`src/rtl/buffer_entrada_teclado.sv`:
```
// Keypad entry buffer: collects decimal key presses into a BCD display buffer and
// hands the committed number to the application over a valid/ack handshake.
module buffer_entrada_teclado #(
   parameter int NUM_DIGITOS    = 4,
   parameter int TIMEOUT_CICLOS = 100000
) (
   input  logic                               clk,
   input  logic                               rst,
   input  logic [3:0]                         tecla_value,
   input  logic                               tecla_valid,
   output logic [4*NUM_DIGITOS-1:0]           digitos,
   output logic [$clog2(NUM_DIGITOS+1)-1:0]   num_digitos,
   output logic                               entrada_ativa,
   output logic [4*NUM_DIGITOS-1:0]           dado_out,
   output logic                               dado_valid,
   input  logic                               dado_ack,
   output logic                               erro
);

   localparam int W  = 4 * NUM_DIGITOS;
   localparam int NW = $clog2(NUM_DIGITOS + 1);
   localparam int CW = (TIMEOUT_CICLOS > 2) ? $clog2(TIMEOUT_CICLOS) : 1;

   localparam logic [NW-1:0] NUM_MAX = NW'(NUM_DIGITOS);
   localparam logic [NW-1:0] NUM_UM  = NW'(1);
   localparam logic [CW-1:0] CNT_MAX = CW'(TIMEOUT_CICLOS - 1);

   localparam logic [3:0] K_ENTER = 4'hA;
   localparam logic [3:0] K_BACK  = 4'hB;
   localparam logic [3:0] K_CLEAR = 4'hC;

   // Handshake: dado_out is offered while dado_valid=1 and is taken on the
   // first rising edge where dado_ack=1; dado_valid then drops on the next cycle.
   typedef enum logic [1:0] {VAZIO, DIGITANDO, PRONTO} estado_t;

   estado_t         state_q, state_d;
   logic [W-1:0]    dig_q, dig_d;
   logic [NW-1:0]   num_q, num_d;
   logic [W-1:0]    dado_q, dado_d;
   logic [CW-1:0]   cnt_q, cnt_d;
   logic            erro_q, erro_d;
   logic            e_digito;

   assign e_digito = (tecla_value <= 4'd9);

   always_ff @(posedge clk) begin
      if (rst) begin
         state_q <= VAZIO;
         dig_q   <= '0;
         num_q   <= '0;
         dado_q  <= '0;
         cnt_q   <= '0;
         erro_q  <= 1'b0;
      end else begin
         state_q <= state_d;
         dig_q   <= dig_d;
         num_q   <= num_d;
         dado_q  <= dado_d;
         cnt_q   <= cnt_d;
         erro_q  <= erro_d;
      end
   end

   always_comb begin
      state_d = state_q;
      dig_d   = dig_q;
      num_d   = num_q;
      dado_d  = dado_q;
      cnt_d   = '0;
      erro_d  = 1'b0;
      case (state_q)
         VAZIO: begin
            if (tecla_valid) begin
               if (e_digito) begin
                  dig_d   = {{(W-4){1'b0}}, tecla_value};
                  num_d   = NUM_UM;
                  state_d = DIGITANDO;
               end else if (tecla_value == K_ENTER) begin
                  erro_d = 1'b1;
               end
            end
         end
         DIGITANDO: begin
            if (tecla_valid) begin
               if (e_digito) begin
                  if (num_q < NUM_MAX) begin
                     dig_d = {dig_q[W-5:0], tecla_value};
                     num_d = num_q + NUM_UM;
                  end else begin
                     erro_d = 1'b1;
                  end
               end else if (tecla_value == K_ENTER) begin
                  dado_d  = dig_q;
                  dig_d   = '0;
                  num_d   = '0;
                  state_d = PRONTO;
               end else if (tecla_value == K_BACK) begin
                  dig_d = {4'h0, dig_q[W-1:4]};
                  num_d = num_q - NUM_UM;
                  if (num_q == NUM_UM) state_d = VAZIO;
               end else if (tecla_value == K_CLEAR) begin
                  dig_d   = '0;
                  num_d   = '0;
                  state_d = VAZIO;
               end
            end else if (cnt_q == CNT_MAX) begin
               // Idle too long: abandon the partial entry.
               dig_d   = '0;
               num_d   = '0;
               erro_d  = 1'b1;
               state_d = VAZIO;
            end else begin
               cnt_d = cnt_q + CW'(1);
            end
         end
         PRONTO: begin
            if (tecla_valid && tecla_value <= K_CLEAR) erro_d = 1'b1;
            if (dado_ack) state_d = VAZIO;
         end
         default: state_d = VAZIO;
      endcase
   end

   assign digitos       = dig_q;
   assign num_digitos   = num_q;
   assign entrada_ativa = (state_q == DIGITANDO);
   assign dado_out      = dado_q;
   assign dado_valid    = (state_q == PRONTO);
   assign erro          = erro_q;

endmodule
```
`config.mk`:
```
export PLATFORM = sky130hd
export DESIGN_NAME = buffer_entrada_teclado
export DESIGN_NICKNAME = d
export VERILOG_FILES = /design/src/rtl/buffer_entrada_teclado.sv
export SDC_FILE = /design/constraint.sdc
export NUM_CORES = 1
export LEC_CHECK = 0
export CORE_ASPECT_RATIO = 1.75
export CORE_MARGIN = 5
export CORE_UTILIZATION = 51
export DETAILED_ROUTE_END_ITERATION = 8
export PLACE_DENSITY = 0.77
export SLEW_MARGIN = 15
export SYNTH_ARGS = -nofsm -noshare
export SYNTH_HDL_FRONTEND = slang
export SYNTH_SLANG_ARGS = --single-unit
```
`constraint.sdc`:
```
create_clock -name clk -period 5.38 [get_ports clk]
set_input_delay 1.076 -clock clk [delete_from_list [all_inputs] [get_ports clk]]
set_output_delay 1.076 -clock clk [all_outputs]
set_load 0.01 [all_outputs]
```
# After elaboration in Yosys (flattened, before gate mapping)
# Index checks and enable logic that the tools add are counted.
# classes
n_reduce_logical	7
n_addsub	3
order_cmp	3
n_eq_ne	16
n_mux	40
bitwise_logic	2
# op_table
cell	n
2-to-1 mux 16 bit	9
case mux 16 bit (2 select lines)	1
2-to-1 mux 3 bit	9
2-to-1 mux 2 bit	10
adder 17 x 1 -> 17 bit, second input constant	1
== test 17 bit, second input constant	1
== test 4 bit, second input constant	3
<= comparator 4 bit, second input constant	2
2-to-1 mux 1 bit	8
AND reduction 7 bit	1
!= test 6 x 2 -> 1 bit, second input constant	1
case mux 2 bit (3 select lines)	1
case mux 3 bit (2 select lines)	1
AND reduction 6 bit	1
!= test 5 x 2 -> 1 bit, second input constant	1
!= test 5 x 4 -> 1 bit, second input constant	1
!= test 2 bit, second input constant	2
!= test 4 x 3 -> 1 bit, second input constant	1
AND reduction 4 bit	1
OR reduction 4 bit	1
adder 3 x 1 -> 3 bit, second input constant	1
== test 3 x 1 -> 1 bit, second input constant	1
less-than comparator 3 bit, second input constant	1
!= test 3 x 2 -> 1 bit, second input constant	1
10 further kinds	11
# totals
word_cells	77
regBits	55

# Depth between registers and ports, before layout
# logic_depth
depth_word	7
mapped_depth	9

# Least setup slack after synthesis
# Ideal clock, no wire load.
# synth_timing
kind	input to register
from	input tecla_valid
to	register dig_q[0], in the netlist digitos[0]
cell_stages	7
t_required_ns	5.262
setup_time_ns	0.118
arrival_time_ns	2.369
n_path_buf	2
path_slack_ns	2.892
path_cell_list	buf_2 > inv_1 > or3_1 > a31oi_4 > nand2_8 > buf_12 > mux2i_1
# synth_between
elab_chain_len	2
elab_cells_between_ends	7
cone_classes	4 x eq/ne; 2 x mux; 1 x reduce/logical
# synth_rtl
element	line	text
start: declaration	10	input logic tecla_valid,
!= test 6 x 2 -> 1 bit (no source line), or another cell as far along	-	
AND reduction 6 bit (no source line) or case mux 16 bit (2 select lines) (tied branches)	-	
end signal: assignment	56	dig_q <= dig_d;
end: declaration	37	logic [W-1:0] dig_q, dig_d;
# Several ways; a longest one is shown, not always the timed one.
# A chain may end at the register's enable or synchronous reset.

# Worst setup path in the final report
# layout_timing
from	input tecla_value[1]
to	register erro_q, in the netlist erro
# layout_between
elab_chain_len	5
elab_cells_between_ends	11
cone_classes	2 x order compare; 1 x eq/ne; 7 x mux; 1 x reduce/logical
# layout_rtl
element	line	text
start: declaration	9	input logic [3:0] tecla_value,
branches (longest 4 deep; another with <= comparator 4 bit)	-	
case mux 1 bit (3 select lines) (*)	71	case (state_q)
end signal: assignment	60	erro_q <= erro_d;
end: declaration	41	logic erro_q, erro_d;
# Mark *: on every way between the ends.

==> qor.log <==
[status] status finished clean
[synthesis] commonest register cell after synthesis sky130_fd_sc_hd__dfxtp_1
[clocking] clock sink total 55
[die] Std-Cell Rows 34
[synthesis] Synth top cells by count 55 x sky130_fd_sc_hd__dfxtp_1, 50 x sky130_fd_sc_hd__nand2_1, 28 x sky130_fd_sc_hd__nor2_1
[place] Post-Place Cell Area 0.00308 mm^2
[synthesis] number of enable-type register cells in the synthesized netlist 0
[grt] aggregate global-route resource usage 0.192
[synthesis] Mapped Area 0.00264 mm^2
[layout] fill count 469
[synthesis] register bit total from synthesis 55
[clocking] Num CTS Buffers 5
[pwr] proportion of power drawn by the clock network 0.306
[layout] Antenna diodes 0
[die] die height 105 um
[grt] vias in the first global route 2177
[clocking] # hold bufs at CTS 0
[clocking] TritonCTS clock tree yes
[setup_path] Setup Crit Path Kind input port to register
[place] half-perimeter wire length after placement 4570 um
[die] number of primary I/O pins 46
[route] vias post-DR 2277
[grt] initial antenna violation count 0
[pwr] Power Internal 0.553 mW
[route] met1 WL 2290 um
[setup_path] Worst Path Max Fanout 12
[synthesis] leading area contributor after synthesis sky130_fd_sc_hd__dfxtp_1
[worst_hold_path] class of the tightest hold or removal check register to register
[setup_path] Worst path max stage delay 610 ps
[sta] relative slew slack 0.497
[setup_path] cell with the largest stage delay on the worst path sky130_fd_sc_hd__clkdlybuf4s50_1
[sta] final worst path period need 2930 ps
[die] Die Footprint 0.00677 mm^2
[clocking] clock slew seen by the registers of the worst setup and hold paths 90 ps
[synthesis] Yosys top cell area share 0.417
[die] die width 64.4 um
[place] number of cells in the design after placement 390
[sta] Total Negative Setup Slacks 0 ps
[layout] share of cells above drive strength 1 0.0494
[layout] multi-input combinational cell area 0.00141 mm^2
[layout] Area Overhead vs Synth 19.9%
[die] core area 0.00502 mm^2
[setup_path] ordered list of cells on the worst path clkdlybuf4s50_1 > o21ai_0 > buf_4 > nand3_1 > o311ai_0 > a21oi_1 > a2111oi_0
[route] DR vias/cell 5.72
[grt] pin count of the biggest net entering global routing 26
[pwr] sw power 0.199 mW
[sta] final worst-path cycle share 0.544
[sta] final-report setup violation count 0
[route] met2 WL post-DR 3390 um
[sta] Least-Margin Pin Slew 752 ps
[layout] non-filler cells in the finished layout 398
[layout] design area 0.00317 mm^2
[setup_path] kind of capture point of the worst setup path register
[synthesis] number of instances in the synthesized netlist 308
[pwr] combinational group share of total power 0.131
[synthesis] count leader, synth sky130_fd_sc_hd__dfxtp_1
[route] routed length on met3 222 um
[clocking] number of buffers inserted to repair setup after CTS 0
[place] number of I/O port buffers 45
[setup_path] data required time of the worst path 5530 ps
[pwr] part of the power in registers 0.563
[run] max_cap viols 0
[synthesis] warning count from the yosys run 0
[synthesis] mean instance size in the synthesized netlist 8.58 um^2
[layout] Sequential Area 0.00110 mm^2
[setup_path] data arrival time of the critical path 3080 ps
[clocking] clock latency at the later pin of the worst-skew pair 310 ps
[pwr] highest ir drop seen on vdd 0.000164 V
[synthesis] number of distinct library cells after synthesis 42
[route] DR iter-0 viols 103
[sta] setup slack after layout 2450 ps
[layout] fin util 0.631
[pwr] P_leak 1.07 nW
[sta] Worst Hold Slack 459 ps
[grt] wire length of the first global-routing pass 10400 um
[clocking] root buf cell sky130_fd_sc_hd__clkbuf_8
[pwr] P per Cell Area 238 mW/mm^2
[route] remaining antenna violation count after routing 0
[synthesis] top area cells in the synthesized netlist sky130_fd_sc_hd__dfxtp_1 42%, sky130_fd_sc_hd__nand2_1 7.1%, sky130_fd_sc_hd__mux2i_1 6.1%, sky130_fd_sc_hd__a21oi_1 4.5%, sky130_fd_sc_hd__nand2b_1 4.3%
[route] number of remaining DRC errors 0
[synthesis] number of nets in the synthesized netlist 320
[route] final WL 6050 um
[sta] unrepaired setup endpoints after global routing false
[place] pre-CTS setup slack 2040 ps
[grt] remaining global-route overflow 0
[clocking] largest buffer count on any clock path 2
[clocking] H-tree depth 2
[place] RePlAce Congestion 0.840
[synthesis] part of the Yosys area used for sequential elements 0.417
[sta] Hold Violations, Final 0
[sta] Slew Viols, Final 0
[clocking] number of cells upsized or downsized after cts 0
[route] highest metal layer used by the detailed router met4
[die] initial core utilization 0.526
[pwr] post-route total power 0.752 mW
[pwr] switching power share of the total 0.264
[setup_path] startpoint type of the worst setup path input port
[route] detail-routed net length per standard cell 15.2 um
[sta] maximum clock rate 341 MHz
[route] number of search-and-repair iterations in the first detailed-routing pass 4
[sta] Worst Clk Skew 11.5 ps
[layout] number of nets in the layout 355
[synthesis] fraction of registers with async set/reset 0
[metal layers]
metal,up-vias,GRT usage
met5,-,0
met4,0,0.0847
met3,14,0.0354
met2,56,0.362
met1,1081,0.199
li1,1126,-
[final timing paths]
| path | start | endpoint | slack [ps] | depth (start not counted) |
|---|---|---|---|---|
| max | tecla_value[1] | erro | 2450 | 7 |
| min | dado_out[3] | dado_out[3] | 460 | 2 |
| max reg2reg | cnt_q[6] | digitos[12] | 3220 | 5 |
| min reg2reg | dado_out[3] | dado_out[3] | 460 | 2 |
[layout make-up]
| type | count | share of cell area |
|---|---|---|
| flip-flops and latches | 55 | 0.348 |
| clock buffers | 5 | 0.0217 |
| multi-input cells | 225 | 0.444 |
| well taps | 54 | 0.0213 |
| inverters | 8 | 0.00948 |
| repair buffers | 48 | 0.149 |
| clock inverters | 3 | 0.00711 |
[critical path: cells and delay by family]
kind	cells	cell delay (ps)
and+or+nand+nor	1	80
buffers and inverters	2	850
AOI/OAI and AO/OA	4	1060
[cells by family after synthesis]
group	count (synthesis)	synth area share
simple gates	132	0.251
compound gates	57	0.149
buf+inv	28	0.0512
flops	55	0.417
mux	16	0.0606
xor+xnor	16	0.0531
fa+ha+maj	4	0.0189
[power by group through the flow]
stage          Sequential (mW)  Clock, mW  Combinational [mW]
6_report                 0.424      0.230              0.0987
5_1_grt                  0.425      0.255               0.107
4_1_cts                  0.424      0.236              0.0986
3_5_place_dp             0.433          0              0.0985
3_3_place_gp             0.433          0              0.0980
2_1_floorplan            0.431          0              0.0733
[layout by cell type (no fill, tap or decap), types with 6 or more instances in the layout]
master,Yosys,final
sky130_fd_sc_hd__dfxtp_1,55,55
sky130_fd_sc_hd__nand2_1,50,50
sky130_fd_sc_hd__clkdlybuf4s50_1,0,45
sky130_fd_sc_hd__nor2_1,28,28
sky130_fd_sc_hd__a21oi_1,24,24
sky130_fd_sc_hd__nand2b_1,18,18
sky130_fd_sc_hd__mux2i_1,16,16
sky130_fd_sc_hd__nand3_1,10,10
sky130_fd_sc_hd__a22o_1,9,9
sky130_fd_sc_hd__xor2_1,9,9
sky130_fd_sc_hd__inv_1,8,8
sky130_fd_sc_hd__xnor2_1,7,7
sky130_fd_sc_hd__o21ai_0,6,6
[sequential cells by signal, indices dropped and copies added (netlist names)]
register,flops
num_digitos,3
cnt_q,17
digitos,16
state_q,2
erro,1
dado_out,16
(Power assumes the default switching activity.)
